<file path="src/rtl/pwm_pkg.sv">
// pwm_pkg: shared FSM and counting-mode types for the PWM bank.
package pwm_pkg;
  typedef enum logic [1:0] {IDLE, RUN, STOPPING} state_t;
  typedef enum logic {EDGE, CENTER} mode_t;
endpackage

</file>
<file path="src/rtl/pwm_cmp.sv">
// pwm_cmp: one channel; holds the committed duty and registers cnt < duty.
module pwm_cmp #(
  parameter int DWIDTH = 8
) (
  input  logic              clk,
  input  logic              rst,
  input  logic              en,
  input  logic              load,
  input  logic [DWIDTH-1:0] duty,
  input  logic [DWIDTH-1:0] cnt,
  output logic              out
);
  logic [DWIDTH-1:0] active;
  always_ff @(posedge clk or negedge rst)
    if (!rst) begin
      active <= '0;
      out <= 1'b0;
    end else begin
      if (load) active <= duty;
      out <= en && (cnt < active);
    end
endmodule

</file>
<file path="src/rtl/pwm_bank.sv">
// pwm_bank: STAGE-channel PWM with shared counter, run/stop FSM and a
// double-buffered duty frame committed only at period boundaries.
module pwm_bank
  import pwm_pkg::*;
#(
  parameter int DWIDTH = 8,
  parameter int STAGE  = 8
) (
  input  logic              clk,
  input  logic              rst,
  input  logic              start,
  input  logic              center,
  input  logic              data_valid,
  input  logic [DWIDTH-1:0] data,
  input  logic              hsync,
  output logic [STAGE-1:0]  out,
  output logic              period_end,
  output logic              load_done,
  output logic              busy
);
  localparam int PW = STAGE > 1 ? $clog2(STAGE) : 1;
  localparam logic [DWIDTH-1:0] TOP = {{(DWIDTH-1){1'b1}}, 1'b0};
  localparam logic [PW-1:0] LAST = PW'(STAGE - 1);
  state_t state, state_nx;
  mode_t mode;
  logic [DWIDTH-1:0] cnt;
  logic down;
  logic [PW-1:0] ptr;
  logic pending;
  logic [DWIDTH-1:0] shadow [STAGE];
  logic launch, commit, frame_done;
  always_comb
    state_nx = (state == IDLE) ? (start ? RUN : IDLE)
             : start ? RUN
             : (state == STOPPING && period_end) ? IDLE : STOPPING;
  assign busy       = state != IDLE;
  assign period_end = busy && ((mode == CENTER) ? (down && cnt == '0) : (cnt == TOP));
  assign launch     = state == IDLE && start;
  // A frame finishing this very cycle is not pending yet, so it waits a period.
  assign commit     = pending && (launch || (period_end && ptr == '0));
  assign frame_done = data_valid && !hsync && ptr == LAST;
  always_ff @(posedge clk or negedge rst)
    if (!rst) begin
      state <= IDLE;
      mode <= EDGE;
      cnt <= '0;
      down <= 1'b0;
    end else begin
      state <= state_nx;
      if (launch) mode <= mode_t'(center);
      if (!busy || period_end) begin
        cnt <= '0;
        down <= 1'b0;
      end else if (mode == EDGE) cnt <= cnt + DWIDTH'(1);
      else if (!down && cnt == TOP) down <= 1'b1;
      else cnt <= down ? cnt - DWIDTH'(1) : cnt + DWIDTH'(1);
    end
  always_ff @(posedge clk or negedge rst)
    if (!rst) begin
      ptr <= '0;
      pending <= 1'b0;
      load_done <= 1'b0;
      for (int i = 0; i < STAGE; i++) shadow[i] <= '0;
    end else begin
      load_done <= frame_done;
      pending <= frame_done || (pending && !commit);
      if (data_valid) shadow[hsync ? '0 : ptr] <= data;
      ptr <= hsync ? PW'(data_valid)
           : !data_valid ? ptr
           : (ptr == LAST) ? '0 : ptr + PW'(1);
    end
  for (genvar i = 0; i < STAGE; i++) begin : g_ch
    pwm_cmp #(.DWIDTH(DWIDTH)) u_cmp (
      .clk (clk),
      .rst (rst),
      .en  (busy),
      .load(commit),
      .duty(shadow[i]),
      .cnt (cnt),
      .out (out[i])
    );
  end
endmodule

</file>
<file path="config.mk">
export PLATFORM = sky130hd
export DESIGN_NAME = pwm_bank
export DESIGN_NICKNAME = d
export VERILOG_FILES = /design/src/rtl/pwm_pkg.sv /design/src/rtl/pwm_cmp.sv /design/src/rtl/pwm_bank.sv
export SDC_FILE = /design/constraint.sdc
export NUM_CORES = 1
export LEC_CHECK = 0
export ABC_AREA = 0
export BUFFER_PORTS_ARGS = -buffer_cell sky130_fd_sc_hd__buf_2
export CAP_MARGIN = 15
export CORE_MARGIN = 2
export CORE_UTILIZATION = 45
export CTS_BUF_LIST = sky130_fd_sc_hd__clkbuf_8
export DETAILED_ROUTE_END_ITERATION = 10
export GPL_TIMING_DRIVEN = 1
export MAX_ROUTING_LAYER = met4
export SYNTH_ARGS = -nofsm -noshare
export SYNTH_HDL_FRONTEND = slang
export SYNTH_SLANG_ARGS = --single-unit
</file>
<file path="constraint.sdc">
create_clock -name clk -period 3.1 [get_ports clk]
set_input_delay 0.465 -clock clk [delete_from_list [all_inputs] [get_ports clk]]
set_output_delay 0.465 -clock clk [all_outputs]
set_load 0.05 [all_outputs]
</file>
==> impl_metrics.tcl <==
set metrics [dict create \
    critical_path.max_stage_delay_ps 550 \
    synth_edf_count 0 \
    dp_hpwl_um 10500 \
    num_antenna_cells 0 \
    fin_skew_ps 9.83 \
    hold_class "in -> reg" \
    synth_area_leader_cell "dfrtp_1" \
    power_frac_comb 0.248 \
    status "finished, final reports clean" \
    fmax_ghz 0.377 \
    dieArea_um2 17800 \
    reg2reg_to "g_ch[7].u_cmp.active[3]" \
    antenna_found_initial 0 \
    drtAntennaViolNets 0 \
    cts-root-buf "clkbuf_8" \
    cts-hold-fix-buffers 1 \
    grtUsageTotal 0.200 \
    p_int_uw 3570 \
    holdPathStages 1 \
    hold_path_end "state[0]" \
    grt_max_degree 65 \
    min_from "start" \
    fin_nets 713 \
    worstSetupPathType "reg -> reg" \
    peakVddDrop_mv 0.392 \
    ys_top_cells_by_count "dfrtp_1 (153), mux2_2 (112), ha_1 (63)" \
    sw_frac_of_total 0.319 \
    post_cts_buffers 0 \
    via_per_inst 5.37 \
    r2r-start "cnt[1]" \
    cp.arrival_ps 2990 \
    coreArea_um2 16500 \
    p_seq_frac 0.457 \
    synthCells 599 \
    synth.most_common_cell "dfrtp_1" \
    fillers 1465 \
    maxCapViolations 0 \
    hold_ws_ps 168 \
    drt-initial-drc-count 292 \
    route.detailed.drc 0 \
    power.net_switching_uw 1670 \
    worstPathRequired_ps 3440 \
    multiInputGateArea_um2 3320 \
    synthFlopType "dfrtp_1" \
    initial_core_util 0.459 \
    p_leak_uw 0.00400 \
    finalMaxSlewViolations 0 \
    rows 47 \
    fin_setup_tns_ps 0 \
    synth-warning-count 0 \
    synth_cell_types 47 \
    clk_latency_ps 460 \
    netlist_area_um2 7550 \
    hold_viol_final 0 \
    routedWlPerCell_um 18.3 \
    regArea_um2 3830 \
    synth_nets 676 \
    grt_pass1_wl_um 26000 \
    finalSetupViolCount 0 \
    powerDensity_nw_per_um2 627 \
    synth_top_cells_by_area "dfrtp_1 (51%), mux2_2 (17%), ha_1 (10%)" \
    place.gp.congestion 0.838 \
    cpMaxStageDelayCell "dfrtp_1" \
    rsz0062_at_grt "no" \
    dr.pass1.iters 4 \
    vias 4664 \
    startpoint_type "flip-flop" \
    worst_pin_slew_ps 748 \
    utilization 0.508 \
    reg2reg_depth 7 \
    p_clk_frac 0.296 \
    synth.avg_cell_area_um2 12.6 \
    cp_cell_sequence "ha_1 -> and3_1 -> nand2_4 -> o21a_1 -> o41ai_4 -> buf_12 -> mux2_2" \
    cts_max_level 4 \
    drive_gt1_frac 0.296 \
    crit_fanout 64 \
    r2r_slack_ps 450 \
    crit_path_end_kind "flip-flop" \
    maxSlewHeadroom 0.498 \
    cts.sinks 153 \
    io_pins 25 \
    power.total_uw 5250 \
    async_flop_share 1.00 \
    yosysSeqAreaShare 0.507 \
    clockBufferDepth 2 \
    grt_pass1_vias 4771 \
    area_growth_pct 10.7 \
    grt.overflow.total 0 \
    cts_tree "built" \
    cts_made_buffers 17 \
    cts_resized 0 \
    ys_ff_latch 153 \
    io_buffers 24 \
    die_y_um 134 \
    wirelength_um 15900 \
    synth_top_area_share 0.507 \
    fin_crit_ps 2650 \
    clk_pin_slew_ps 80 \
    dieWidth_um 134 \
    post-route-period-util 0.855 \
]
cell usage in the layout, fill, tap and decap left out, drive strengths merged, types with 2 or more instances in the layout:
cell type	instances
a211oi	17
buf	41
inv	67
or3	2
nand4	2
ha	63
nor2b	4
o21ai	13
nor3	5
o41ai	3
and3	3
a21o	17
nor2	11
nand2	18
xnor2	2
dfrtp	153
a22oi	2
nand2b	9
clkinvlp	5
o2111ai	8
mux2	130
mux2i	5
or2	2
bufinv	2
clkinv	4
a31oi	3
a21oi	15
clkbuf	18
nand3	10
area by class of cell:
| class | instances | area share |
|---|---|---|
| Sequential cell | 153 | 0.458 |
| Multi-Input combinational cell | 358 | 0.397 |
| Timing Repair Buffer | 42 | 0.0346 |
| Tap cell | 220 | 0.0329 |
| Clock buffer | 18 | 0.0296 |
| Inverter | 64 | 0.0287 |
| Clock inverter | 14 | 0.0196 |
critical path, delay by kind of cell (launching register included):
family | cells | cell delay (ps)
AO/OA/AOI/OAI | 2 | 580
adder cells (fa/ha/maj) | 1 | 260
buffers and inverters | 1 | 340
flip-flops | 1 | 550
multiplexers | 1 | 390
AND/OR/NAND/NOR | 2 | 320
per-layer routing:
layer,track usage,up-vias,share of wire
met5,-,-,0
met4,0.0638,0,0.016
met3,0.0453,18,0.042
met2,0.305,79,0.46
met1,0.266,2371,0.48
li1,-,2196,-
metrics by stage:
step                      worst slack, ps  std cells  area (um2)
after floorplan                       411        599        7550
after global placement                544        836        7940
after detailed placement              479        836        7940
after CTS                             429        869        8360
after global routing                  363        869        8360
final                                 449        869        8360
sequential cells by signal (all words and copies together), names as in the netlist:
| name | cells |
|---|---|
| cnt | 8 |
| pending | 1 |
| load_done | 1 |
| g_ch.u_cmp.active | 64 |
| ptr | 3 |
| mode | 1 |
| state | 2 |
| shadow | 64 |
| down | 1 |
| g_ch.u_cmp.out | 8 |
worst max path at each step:
stage / from / end / slack [ps]
finish: cnt[1] / g_ch[7].u_cmp.active[3] / 450
global route: cnt[1] / period_end / 360
CTS: cnt[1] / period_end / 430
detailed placement: cnt[1] / g_ch[2].u_cmp.active[6] / 480
global placement: cnt[3] / g_ch[3].u_cmp.active[7] / 540
floorplan: cnt[0] / g_ch[0].u_cmp.active[2] / 410
power groups by stage:
stage | sequential, uW | combinational, uW | clock (uW)
final | 2400 | 1300 | 1550
after global routing | 2430 | 1450 | 1690
after CTS | 2390 | 1320 | 1600
after detailed placement | 2430 | 1300 | 0
after global placement | 2420 | 1260 | 0
after floorplan | 2400 | 984 | 0
cell families (layout without fill, tap and decap cells):
family / Yosys count / count (layout) / synth area share
mux: 135 / 135 / 0.200
fa+ha+maj: 63 / 63 / 0.104
compound gates: 87 / 87 / 0.0820
buf+inv: 88 / 138 / 0.0539
simple gates: 71 / 71 / 0.0499
flops: 153 / 153 / 0.507
xor+xnor: 2 / 2 / 0.00232
No activity file was read; power rests on OpenSTA's default activity.
